===== src/rtl/note_player_poly_if.sv =====
// -----------------------------------------------------------------------------
// note_player_poly_if
//   Bundles the sequencer-facing load/control signals and the codec-facing
//   sample outputs of note_player_poly.
//
//   master : sequencer / codec side (drives load, beat and request strobes)
//   slave  : the note player itself
//
//   Signals
//     play_enable          1 = play/count, 0 = pause
//     load_new_note        one-cycle load strobe
//     load_voice           target voice of the load
//     step_to_load         phase increment
//     duration_to_load     note length in beats
//     wave_to_load         00 square, 01 saw, 10 triangle, 11 silent
//     beat                 one-cycle beat tick
//     generate_next_sample one-cycle sample request
//     sample_out           signed mixed sample
//     new_sample_ready     one-cycle pulse, sample_out valid
//     done_with_note       per-voice one-cycle end-of-note pulse
//     voice_active         per-voice active flag
// -----------------------------------------------------------------------------
interface note_player_poly_if #(
    parameter int VIDX_W = 2,
    parameter int STEP_W = 20,
    parameter int DUR_W  = 6
);
    localparam int VOICES = 2 ** VIDX_W;

    logic                     play_enable;
    logic                     load_new_note;
    logic [VIDX_W-1:0]        load_voice;
    logic [STEP_W-1:0]        step_to_load;
    logic [DUR_W-1:0]         duration_to_load;
    logic [1:0]               wave_to_load;
    logic                     beat;
    logic                     generate_next_sample;
    logic signed [15:0]       sample_out;
    logic                     new_sample_ready;
    logic [VOICES-1:0]        done_with_note;
    logic [VOICES-1:0]        voice_active;

    modport master (
        output play_enable,
        output load_new_note,
        output load_voice,
        output step_to_load,
        output duration_to_load,
        output wave_to_load,
        output beat,
        output generate_next_sample,
        input  sample_out,
        input  new_sample_ready,
        input  done_with_note,
        input  voice_active
    );

    modport slave (
        input  play_enable,
        input  load_new_note,
        input  load_voice,
        input  step_to_load,
        input  duration_to_load,
        input  wave_to_load,
        input  beat,
        input  generate_next_sample,
        output sample_out,
        output new_sample_ready,
        output done_with_note,
        output voice_active
    );
endinterface


===== src/rtl/note_player_poly.sv =====
// -----------------------------------------------------------------------------
// note_player_poly
//   Polyphonic note player. VOICES = 2**VIDX_W independent voices, each with a
//   phase accumulator, a beat-based duration counter and a waveform select.
//   Voices are loaded one at a time through the shared load port; on each
//   enabled sample request all voice waveforms are mixed into one signed
//   16-bit sample.
//
//   Ports
//     clk    : system clock
//     reset  : asynchronous, active-low reset
//     bus    : note_player_poly_if.slave (load port, beat, sample request,
//              sample_out, new_sample_ready, done_with_note, voice_active)
//
//   Build option
//     NOTE_PLAYER_POLY_SAT_EN
//       undefined : each voice is shifted right by VIDX_W, then summed
//                   (cannot overflow).
//       defined   : full-scale voices are summed at 16+VIDX_W bits and
//                   saturated to [-32768, +32767].
//
//   Parameter constraints: PHASE_W >= 17, STEP_W <= PHASE_W. The interface
//   instance must use the same VIDX_W / STEP_W / DUR_W.
//
//   Per-voice state (no shared FSM):
//     active | meaning
//     0      | idle, contributes 0, duration not counted
//     1      | playing, phase advances on requests, duration counts beats
// -----------------------------------------------------------------------------
module note_player_poly #(
    parameter int VIDX_W  = 2,
    parameter int PHASE_W = 20,
    parameter int STEP_W  = 20,
    parameter int DUR_W   = 6
) (
    input  logic                 clk,
    input  logic                 reset,
    note_player_poly_if.slave    bus
);

    localparam int VOICES = 2 ** VIDX_W;
    localparam int ACC_W  = 16 + VIDX_W;

    localparam logic [1:0] WAVE_SQUARE   = 2'b00;
    localparam logic [1:0] WAVE_SAW      = 2'b01;
    localparam logic [1:0] WAVE_TRIANGLE = 2'b10;
    localparam logic [1:0] WAVE_SILENT   = 2'b11;

    // -------------------------------------------------------------------------
    // State
    // -------------------------------------------------------------------------
    logic [PHASE_W-1:0]  phase_q [VOICES];
    logic [PHASE_W-1:0]  phase_d [VOICES];
    logic [STEP_W-1:0]   step_q  [VOICES];
    logic [STEP_W-1:0]   step_d  [VOICES];
    logic [DUR_W-1:0]    dur_q   [VOICES];
    logic [DUR_W-1:0]    dur_d   [VOICES];
    logic [1:0]          wave_q  [VOICES];
    logic [1:0]          wave_d  [VOICES];
    logic [VOICES-1:0]   active_q;
    logic [VOICES-1:0]   active_d;
    logic [VOICES-1:0]   done_q;
    logic [VOICES-1:0]   done_d;
    logic signed [15:0]  sample_q;
    logic signed [15:0]  sample_d;
    logic                ready_q;
    logic                ready_d;

    logic                beat_en;
    logic                gen_en;

    assign beat_en = bus.beat && bus.play_enable;
    assign gen_en  = bus.generate_next_sample && bus.play_enable;

    // -------------------------------------------------------------------------
    // Waveform of one voice from the top 16 phase bits.
    //   saw      : top16 - 32768            == top16 with MSB inverted
    //   triangle : rising  {a,0} - 32768    == {~a[14], a[13:0], 0}
    //              falling 32767 - {a,0}    == {a[14], ~a[13:0], 1}
    // -------------------------------------------------------------------------
    function automatic logic signed [15:0] voice_wave(
        input logic [15:0] top,
        input logic [1:0]  wave
    );
        logic [14:0]        a;
        logic signed [15:0] w;
        a = top[14:0];
        w = '0;
        case (wave)
            WAVE_SQUARE:   w = top[15] ? 16'sh8000 : 16'sh7FFF;
            WAVE_SAW:      w = {~top[15], top[14:0]};
            WAVE_TRIANGLE: w = top[15] ? {a[14], ~a[13:0], 1'b1}
                                       : {~a[14], a[13:0], 1'b0};
            WAVE_SILENT:   w = '0;
            default:       w = '0;
        endcase
        return w;
    endfunction

    // -------------------------------------------------------------------------
    // Per-voice next state. A load to a voice overrides any beat or sample
    // activity on that voice in the same cycle, including a would-be done
    // pulse of the note it aborts.
    // -------------------------------------------------------------------------
    always_comb begin
        phase_d  = phase_q;
        step_d   = step_q;
        dur_d    = dur_q;
        wave_d   = wave_q;
        active_d = active_q;
        done_d   = '0;

        for (int v = 0; v < VOICES; v++) begin
            if (bus.load_new_note && (bus.load_voice == VIDX_W'(v))) begin
                step_d[v]   = bus.step_to_load;
                dur_d[v]    = bus.duration_to_load;
                wave_d[v]   = bus.wave_to_load;
                phase_d[v]  = '0;
                active_d[v] = (bus.duration_to_load != '0);
                done_d[v]   = (bus.duration_to_load == '0);
            end else begin
                if (beat_en && active_q[v]) begin
                    dur_d[v] = dur_q[v] - DUR_W'(1);
                    if (dur_q[v] == DUR_W'(1)) begin
                        active_d[v] = 1'b0;
                        done_d[v]   = 1'b1;
                    end
                end
                if (gen_en && active_q[v]) begin
                    phase_d[v] = phase_q[v] + PHASE_W'(step_q[v]);
                end
            end
        end
    end

    // -------------------------------------------------------------------------
    // Mixer. Evaluated on the post-update phase/wave/active so the registered
    // sample reflects this request's phase advance (1-cycle latency).
    // -------------------------------------------------------------------------
`ifdef NOTE_PLAYER_POLY_SAT_EN
    localparam logic signed [ACC_W-1:0] SAT_MAX = ACC_W'(32767);
    localparam logic signed [ACC_W-1:0] SAT_MIN = -ACC_W'(32768);

    logic signed [ACC_W-1:0] mix_acc;
    logic signed [15:0]      mix_val;

    always_comb begin
        mix_acc = '0;
        for (int v = 0; v < VOICES; v++) begin
            if (active_d[v]) begin
                mix_acc = mix_acc
                        + ACC_W'(voice_wave(phase_d[v][PHASE_W-1 -: 16], wave_d[v]));
            end
        end
        if (mix_acc > SAT_MAX) begin
            mix_val = 16'sh7FFF;
        end else if (mix_acc < SAT_MIN) begin
            mix_val = 16'sh8000;
        end else begin
            mix_val = mix_acc[15:0];
        end
    end
`else
    logic signed [15:0] mix_val;

    always_comb begin
        mix_val = '0;
        for (int v = 0; v < VOICES; v++) begin
            if (active_d[v]) begin
                mix_val = mix_val
                        + (voice_wave(phase_d[v][PHASE_W-1 -: 16], wave_d[v]) >>> VIDX_W);
            end
        end
    end
`endif

    always_comb begin
        sample_d = sample_q;
        ready_d  = gen_en;
        if (gen_en) begin
            sample_d = mix_val;
        end
    end

    // -------------------------------------------------------------------------
    // Registers
    // -------------------------------------------------------------------------
    always_ff @(posedge clk or negedge reset) begin
        if (!reset) begin
            for (int v = 0; v < VOICES; v++) begin
                phase_q[v] <= '0;
                step_q[v]  <= '0;
                dur_q[v]   <= '0;
                wave_q[v]  <= '0;
            end
            active_q <= '0;
            done_q   <= '0;
            sample_q <= '0;
            ready_q  <= 1'b0;
        end else begin
            for (int v = 0; v < VOICES; v++) begin
                phase_q[v] <= phase_d[v];
                step_q[v]  <= step_d[v];
                dur_q[v]   <= dur_d[v];
                wave_q[v]  <= wave_d[v];
            end
            active_q <= active_d;
            done_q   <= done_d;
            sample_q <= sample_d;
            ready_q  <= ready_d;
        end
    end

    assign bus.sample_out       = sample_q;
    assign bus.new_sample_ready = ready_q;
    assign bus.done_with_note   = done_q;
    assign bus.voice_active     = active_q;

endmodule


===== src/flat_wrapper.sv =====
// flat-port wrapper written by rule: the top's interface ports become plain ports
module note_player_poly_flat 
#(
    parameter int VIDX_W  = 2,
    parameter int PHASE_W = 20,
    parameter int STEP_W  = 20,
    parameter int DUR_W   = 6
)
  (clk, reset, bus_play_enable, bus_load_new_note, bus_load_voice, bus_step_to_load, bus_duration_to_load, bus_wave_to_load, bus_beat, bus_generate_next_sample, bus_sample_out, bus_new_sample_ready, bus_done_with_note, bus_voice_active);
  note_player_poly_if #(.VIDX_W(VIDX_W), .STEP_W(STEP_W), .DUR_W(DUR_W)) bus_i ();
  input  logic clk;
  input  logic reset;
  input wire logic [$bits(bus_i.play_enable)-1:0] bus_play_enable;
  input wire logic [$bits(bus_i.load_new_note)-1:0] bus_load_new_note;
  input wire logic [$bits(bus_i.load_voice)-1:0] bus_load_voice;
  input wire logic [$bits(bus_i.step_to_load)-1:0] bus_step_to_load;
  input wire logic [$bits(bus_i.duration_to_load)-1:0] bus_duration_to_load;
  input wire logic [$bits(bus_i.wave_to_load)-1:0] bus_wave_to_load;
  input wire logic [$bits(bus_i.beat)-1:0] bus_beat;
  input wire logic [$bits(bus_i.generate_next_sample)-1:0] bus_generate_next_sample;
  output wire logic [$bits(bus_i.sample_out)-1:0] bus_sample_out;
  output wire logic [$bits(bus_i.new_sample_ready)-1:0] bus_new_sample_ready;
  output wire logic [$bits(bus_i.done_with_note)-1:0] bus_done_with_note;
  output wire logic [$bits(bus_i.voice_active)-1:0] bus_voice_active;
  assign bus_i.play_enable = bus_play_enable;
  assign bus_i.load_new_note = bus_load_new_note;
  assign bus_i.load_voice = bus_load_voice;
  assign bus_i.step_to_load = bus_step_to_load;
  assign bus_i.duration_to_load = bus_duration_to_load;
  assign bus_i.wave_to_load = bus_wave_to_load;
  assign bus_i.beat = bus_beat;
  assign bus_i.generate_next_sample = bus_generate_next_sample;
  assign bus_sample_out = bus_i.sample_out;
  assign bus_new_sample_ready = bus_i.new_sample_ready;
  assign bus_done_with_note = bus_i.done_with_note;
  assign bus_voice_active = bus_i.voice_active;
  note_player_poly #(.VIDX_W(VIDX_W), .PHASE_W(PHASE_W), .STEP_W(STEP_W), .DUR_W(DUR_W)) u_core (.clk(clk), .reset(reset), .bus(bus_i));
endmodule

===== config.mk =====
export PLATFORM = sky130hd
export DESIGN_NAME = note_player_poly_flat
export DESIGN_NICKNAME = d
export VERILOG_FILES = /design/src/rtl/note_player_poly_if.sv /design/src/rtl/note_player_poly.sv /design/src/flat_wrapper.sv
export SDC_FILE = /design/constraint.sdc
export NUM_CORES = 1
export LEC_CHECK = 0
export CELL_PAD_IN_SITES_DETAIL_PLACEMENT = 1
export CELL_PAD_IN_SITES_GLOBAL_PLACEMENT = 2
export CORE_MARGIN = 2
export CORE_UTILIZATION = 41
export CTS_CLUSTER_DIAMETER = 30
export CTS_CLUSTER_SIZE = 10
export DETAILED_ROUTE_END_ITERATION = 10
export GPL_TIMING_DRIVEN = 0
export PLACE_DENSITY_LB_ADDON = 0.1
export SLEW_MARGIN = 40
export SYNTH_ARGS = -nofsm -noshare
export SYNTH_HDL_FRONTEND = slang
export SYNTH_SLANG_ARGS = --single-unit

===== constraint.sdc =====
create_clock -name clk -period 18.4 [get_ports clk]
set_input_delay 2.76 -clock clk [delete_from_list [all_inputs] [get_ports clk]]
set_output_delay 2.76 -clock clk [all_outputs]
set_load 0.02 [all_outputs]

==> results by group, run 1 <==
Run status
  – Outcome: finished clean

Die
  – Vert. Die Dim: about 210 um
  – Io pins: 61
  – Die X: 206 um
  – Initial Utilization: between 40% and 50%
  – Full die area: 0.0426 mm2
  – Core Region: 0.0406 mm2
  – Cell Rows: between 70 and 80

Clocking
  – # Post-CTS Setup Buffers: 0
  – Clk slew on worst S/H paths: 0.04 ns
  – CTS sink cnt: 217
  – CTS tree: built
  – Post-CTS sizing: 0
  – Root buffer cell: clkbuf_16
  – Clock latency on the worst-skew pair: 0.61 ns
  – Clk buf depth: 3
  – H-tree Lvls: 3
  – Hold buffer count at CTS: 0
  – Total CTS buffers: 72

Detailed routing
  – Routed Antenna Nets: 0
  – Wirelength per Cell: around 22 um
  – Total number of vias: 16100
  – Via/cell ratio: 5.71
  – Routed WL: 62700 um
  – Pre-antenna DRT Iters: 7
  – Initial DRC count: around 960
  – Drt drc: 0

GRT
  – Largest net degree at the start of global routing: 69
  – First-pass GRT wire length: 98500 um
  – Initial antenna violation count: 0
  – Number of global-route vias before repair: 17300
  – GR Overflow Total: 0
  – Gr usage total: 30.4%

Worst setup path
  – Crit path max-delay family: compound AO/OA/AOI/OAI gates
  – CP Depth: 38
  – Largest stage delay, worst path: between 0.6 and 0.7 ns
  – FF-to-FF End: u_core.bus.sample_out[15]
  – Critical R2R Launch: u_core.step_q[50]
  – Worst Path Buf+Inv: 4
  – Worst path required time: between 15 and 20 ns
  – Setup Crit Path Kind: primary input to register
  – CP endpoint kind: register
  – Flop2flop setup slack: around 8.6 ns
  – CP Capture Point: u_core.bus.sample_out[15]
  – CP dominant cell by count: a21oi_1
  – FF-to-FF path depth: 38
  – Crit path launch type: primary input
  – CP max-delay cell: clkdlybuf4s50_1
  – Setup crit start: bus_generate_next_sample
  – Worst Path Arrival: approximately 12 ns
  – CP Max Fanout: 10

Layout
  – Nets@finish: 2402
  – Commonest non-fill, non-tap cell in the layout: nand2_1
  – FF/Latch Area: 0.00543 mm2
  – # fillers: 4901
  – Layout cells sized above 1: 8.57%
  – Final Util: about half
  – Area growth, synth to finish: 23.1%
  – Most frequent cells in the layout: 461 x nand2_1, 217 x dfrtp_1, 161 x a21oi_1
  – N_diodes: 0
  – Area of the multi-input gates: about 0.011 mm2

Yosys
  – Post-Syn Nets: ~2300
  – Synthesized area: 0.0168 mm2
  – YS warnings: 0
  – Largest family of logic cells by synthesized area: compound AO/OA/AOI/OAI gates
  – Mux contribution to synthesized area: 1.83%
  – Async S/R FF share, synth: 100%
  – EDFF count, synth: 0
  – FF+latch count, synth: 217
  – Sequential fraction of the synthesis area: 32.3%
  – Synth Area in XOR/XNOR: 7.02%
  – Compound-Gate Fraction of Synth Area: ~23%
  – Gate Count Post-Synth: between 2000 and 2500
  – Most common flop cell mapped by yosys: dfrtp_1
  – Ranking of synthesized cells by area: dfrtp_1 32%, nand2_1 10%, ha_1 9.5%, a21oi_1 4.8%, xnor2_1 4.5%
  – Synth cell types: 101
  – Simple-gate share of the synthesized area: 21.6%
  – Yosys top cell area share: 32.3%
  – Synth Area in Adders: 10.4%
  – Synth area leader: dfrtp_1
  – Syn_area_per_cell: 8.01 um2

Power and ir drop
  – Leak pwr: 9.54 nW
  – Pint: 2.51 mW
  – PD cells: 215 mW/mm2
  – Flop pwr share: roughly 17%
  – Switching pwr: 1.94 mW
  – Clock power frac: 28.6%
  – Net Sw Frac: 43.6%
  – Peak VDD IR: 0.197 mV
  – Combinational fraction of design power: roughly 55%

Placed design
  – Gpl congestion: slightly below 0.9
  – Port Buffers: 59
  – DP HPWL: between 40000 and 50000 um

Timing
  – # setup viols final: 0
  – Sum Neg Setup Slack: 0 ns
  – Period utilisation layout: between 60 and 70%
  – F_max: 84.5 MHz
  – Clock skew: between 0.02 and 0.03 ns
  – Final hold viol count: 0
  – Worst-margin pin slew: 0.856 ns
  – Minimum clock period: roughly 12 ns
  – RSZ-0062 raised after global routing: no
  – Slew headroom: 42.5%
  – Slew Viols, Final: 0

Job
  – Max Cap Viol: 0

Min path
  – Hold crit path type: register to register
through the flow:
step           setup slack (ns)  std cells  cell area, um2  power [mW]  hold slack (ns)
6_report                   6.56       2819           20700        4.45            0.483
4_1_cts                    6.65       2819           20700        4.45            0.486
3_5_place_dp               6.18       2689           18100        3.14            0.471
2_1_floorplan              8.79       2095           16800        2.50            0.452
5_1_grt                    5.96       2819           20700        4.80            0.514
3_3_place_gp               4.39       2686           18000        3.06            0.470
worst min path at each step:
stage | endpoint | cells past startpoint | slack (ns) | start
finish | u_core.step_q[57] | 2 | 0.48 | u_core.step_q[57]
global route | u_core.step_q[8] | 2 | 0.51 | u_core.step_q[8]
CTS | u_core.step_q[57] | 2 | 0.49 | u_core.step_q[57]
detailed placement | u_core.step_q[57] | 2 | 0.47 | u_core.step_q[57]
global placement | u_core.step_q[46] | 2 | 0.47 | u_core.step_q[46]
floorplan | u_core.step_q[0] | 2 | 0.45 | u_core.step_q[0]
power groups by stage:
| stage | registers (mW) | logic (mW) | clock network, mW |
|---|---|---|---|
| 6_report | 0.750 | 2.43 | 1.27 |
| 5_1_grt | 0.769 | 2.71 | 1.31 |
| 4_1_cts | 0.751 | 2.42 | 1.29 |
| 3_5_place_dp | 0.753 | 2.38 | 0 |
| 3_3_place_gp | 0.749 | 2.31 | 0 |
| 2_1_floorplan | 0.735 | 1.76 | 0 |
final cells by class:
cell class | instances | share of cell area (%)
Multi-Input combinational cell | 1701 | 51.5
Sequential cell | 217 | 26.3
Clock buffer | 95 | 9.98
Timing Repair Buffer | 62 | 3.28
Tap cell | 532 | 3.22
Clock inverter | 35 | 2.23
Buffer | 88 | 1.85
Inverter | 89 | 1.62
flip-flops by register name (all words and copies together), names as in the netlist:
signal / cells
u_core.bus.done_with_note: 4
u_core.bus.new_sample_ready: 1
u_core.bus.sample_out: 16
u_core.bus.voice_active: 4
u_core.dur_q: 24
u_core.phase_q: 80
u_core.step_q: 80
u_core.wave_q: 8
kinds of logic after synthesis:
logic type	after synthesis
AND/OR/NAND/NOR	823
XOR/XNOR	133
multiplexers	30
flip-flops	217
buffers and inverters	177
adder cells (fa/ha/maj)	135
AO/OA/AOI/OAI	580
cells in the mapped netlist (all sizes together), types with 10 or more instances:
master	number
nor3	35
o21ai	135
and2	25
and3	17
a31oi	20
clkbuf	68
nand2	461
xor2	46
o21a	33
o2bb2ai	11
buf	20
inv	87
mux2i	25
xnor2	86
nor2b	12
nand3	41
a21o	34
dfrtp	217
o22ai	26
a211oi	21
nand4	10
nor2	153
o211ai	22
o31ai	17
or3	17
ha	128
a21oi	163
o21bai	16
metal layers:
layer / global-route usage (%) / vias to the layer above / wire length (um)
li1: - / 7664 / -
met4: 11.0 / 0 / 2070
met2: 52.9 / 298 / 30800
met1: 38.0 / 8009 / 27600
met5: 0 / - / 0
met3: 4.51 / 120 / 2140
worst min-delay path: stages (launching register included):
cell and delay (ns):
dfrtp_1 0.34, nand2_1 0.05, nand2_1 0.06
Note: power is estimated with default switching activity, not from simulation.
==> run 2: changes to the inputs <==
--- a/config.mk
+++ b/config.mk
@@ -8,7 +8,7 @@
 export CELL_PAD_IN_SITES_DETAIL_PLACEMENT = 1
 export CELL_PAD_IN_SITES_GLOBAL_PLACEMENT = 2
 export CORE_MARGIN = 2
-export CORE_UTILIZATION = 41
+export CORE_UTILIZATION = 38
 export CTS_CLUSTER_DIAMETER = 30
 export CTS_CLUSTER_SIZE = 10
 export DETAILED_ROUTE_END_ITERATION = 10
==> constraint.sdc (replaced) <==
create_clock -name clk -period 12.35 [get_ports clk]
set_input_delay 1.8525 -clock clk [delete_from_list [all_inputs] [get_ports clk]]
set_output_delay 1.8525 -clock clk [all_outputs]
set_load 0.02 [all_outputs]
==> run 2 against run 1 <==
Global-route usage is 2.5 points lower. Register-to-register slack lost 5.8 ns. Largest cell class unchanged. Clock power increased by 51%. Cell area increased by 0.47%. Hold slack lost 0.0054 ns. Cell count is 2.2% higher.
==> results by group, run 2 (same netlist as run 1, synthesis figures left out) <==
Run status
  – Outcome: finished clean

Worst setup path
  – CP Max Fanout: 10 (unchanged)
  – Largest stage delay, worst path: 0.62 ns (about the same)
  – Setup crit start: bus_generate_next_sample
  – CP dominant cell by count: a21oi_1
  – Critical R2R Launch: u_core.step_q[50]
  – Worst Path Buf+Inv: 4 (unchanged)
  – Worst path required time: 12.86 ns (-6.06 ns)
  – Worst Path Arrival: 11.24 ns (-1.12 ns)
  – Setup Crit Path Kind: primary input to register
  – Crit path launch type: primary input
  – CP endpoint kind: register
  – Flop2flop setup slack: 2.81 ns (-5.81 ns)
  – Crit path max-delay family: compound AO/OA/AOI/OAI gates
  – CP max-delay cell: clkdlybuf4s50_1

Power and ir drop
  – Flop pwr share: 16.8% (about the same)
  – Leak pwr: 9.56 nW (+0.19%)
  – Pint: 3.77 mW (+50%)
  – PD cells: 320 mW/mm2 (+49%)
  – Switching pwr: 2.88 mW (+49%)
  – Net Sw Frac: 43.3% (-0.30 points)
  – Clock power frac: 28.8% (+0.2 points)
  – Combinational fraction of design power: 54.4% (-0.2 points)
  – Peak VDD IR: 0.227 mV (+15%)

Detailed routing
  – Total number of vias: 16100 (+0.31%)
  – Pre-antenna DRT Iters: 5 (-2)
  – Initial DRC count: 730 (-24%)
  – Routed WL: 62700 um (+0.13%)
  – Via/cell ratio: 5.60 (-1.8%)
  – Routed Antenna Nets: 0 (unchanged)
  – Drt drc: 0 (unchanged)
  – Wirelength per Cell: 21.8 um (-2.0%)

Die
  – Cell Rows: 77 (+4.1%)
  – Initial Utilization: 38.2% (-3.1 points)
  – Die X: 214 um (+3.8%)
  – Io pins: 61 (unchanged)
  – Full die area: 0.0459 mm2 (+7.7%)
  – Vert. Die Dim: 214 um (+3.8%)
  – Core Region: 0.0439 mm2 (+8.1%)

Timing
  – Slew headroom: 36.6% (-5.9 points)
  – Sum Neg Setup Slack: 0 ns (unchanged)
  – Worst-margin pin slew: 0.946 ns (+0.0897 ns)
  – Slew Viols, Final: 0 (unchanged)
  – Minimum clock period: 10.74 ns
  – F_max: 93.1 MHz
  – Period utilisation layout: 86.9%
  – RSZ-0062 raised after global routing: no
  – # setup viols final: 0 (unchanged)
  – Clock skew: 0.0276 ns (+0.00209 ns)
  – Final hold viol count: 0 (unchanged)
  – Fin Hold WS: 0.478 ns (-0.00543 ns)

Layout
  – Layout cells sized above 1: 8.57% (about the same)
  – Largest registers: u_core.phase_q (80), u_core.step_q (80), u_core.dur_q (24)
  – Nets@finish: 2401 (-0.042%)
  – Final Cell Area: 0.0208 mm2 (+0.47%)
  – N_diodes: 0 (unchanged)
  – # fillers: 5316 (+8.5%)
  – Final Util: 47.3% (-3.6 points)
  – Commonest non-fill, non-tap cell in the layout: nand2_1
  – Most frequent cells in the layout: 461 x nand2_1, 217 x dfrtp_1, 161 x a21oi_1
  – Area growth, synth to finish: 23.7%

Min path
  – Hold crit path type: register to register
  – Critical hold path startpoint: u_core.step_q[47]

GRT
  – Initial antenna violation count: 1 (+1)
  – GR Overflow Total: 0 (unchanged)
  – Number of global-route vias before repair: 17200 (-0.54%)
  – Largest net degree at the start of global routing: 69 (unchanged)
  – First-pass GRT wire length: 99200 um (+0.71%)
  – Gr usage total: 27.8% (-2.5 points)

Clocking
  – Total CTS buffers: 71 (-1.4%)
  – Post-CTS sizing: 0 (unchanged)
  – Clock latency on the worst-skew pair: 0.60 ns (about the same)
  – CTS sink cnt: 217 (unchanged)
  – CTS tree: built
  – Hold buffer count at CTS: 0 (unchanged)
  – H-tree Lvls: 3 (unchanged)
  – Root buffer cell: clkbuf_16
  – Clk buf depth: 3 (unchanged)
  – # Post-CTS Setup Buffers: 0 (unchanged)
  – Clk slew on worst S/H paths: 0.04 ns (about the same)

Placed design
  – Port Buffers: 59 (unchanged)
  – Placed Area: 0.0182 mm2 (+0.43%)
  – Gpl congestion: 0.915 (+3.0%)
  – DP HPWL: 47900 um (+1.7%)

Job
  – Max Cap Viol: 0 (unchanged)
-- run 2: cell types whose count changed in the layout (fill, tap and decap cells not counted), moves of 2 or more --
cell and change:
bufinv_16 +3, clkbuf_16 -3, clkinv_4 -2, clkinv_2 +2, clkbuf_8 +2, clkinvlp_4 -2
-- run 2: path summary, 6_finish.rpt --
| check | cells after the start | endpoint |
|---|---|---|
| max | 38 | u_core.bus.sample_out[15] |
| min | 2 | u_core.step_q[47] |
| max reg2reg | 38 | u_core.bus.sample_out[15] |
| min reg2reg | 2 | u_core.step_q[47] |
| max in group asynchronous | 3 | u_core.bus.done_with_note[3] |
| min in group asynchronous | 1 | u_core.phase_q[41] |
-- run 2: final cells by class --
cell class | count | area [um2] | area share, %
Sequential cell | 217 | 5430 | 26.2
Clock buffer | 95 | 2020 | 9.72
Clock inverter | 36 | 524 | 2.53
Inverter | 89 | 334 | 1.61
Tap cell | 592 | 741 | 3.57
Timing Repair Buffer | 62 | 678 | 3.27
Buffer | 88 | 382 | 1.84
Multi-Input combinational cell | 1701 | 10700 | 51.3
-- run 2: per-layer routing --
| metal | part of all wire (%) | global-route usage (%) | vias up |
|---|---|---|---|
| met4 | 4.3 | 12.0 | 2 |
| li1 | - | - | 7677 |
| met2 | 48 | 47.7 | 302 |
| met1 | 43 | 34.0 | 8013 |
| met3 | 4.0 | 5.36 | 147 |
| met5 | 0.021 | 0 | - |
-- run 2: tightest hold or removal path, stage by stage, from the launching register on --
cell and delay, ns:
dfrtp_1 0.34, nand2_1 0.05, nand2_1 0.05
-- run 2: power by group through the flow --
stage	clock network (mW)	logic (mW)	registers, mW
finish	1.92	3.62	1.12
global route	1.99	4.03	1.15
CTS	1.95	3.61	1.12
detailed placement	0	3.57	1.12
global placement	0	3.47	1.12
floorplan	0	2.62	1.10
-- run 2: stage by stage --
stage                     instances  worst slack (ns)  power (mW)
after floorplan                2095              3.65        3.72
after global placement         2746            -0.752        4.59
after detailed placement       2749              1.19        4.69
after CTS                      2880              1.75        6.67
after global routing           2880             0.959        7.17
final                          2880              1.61        6.65
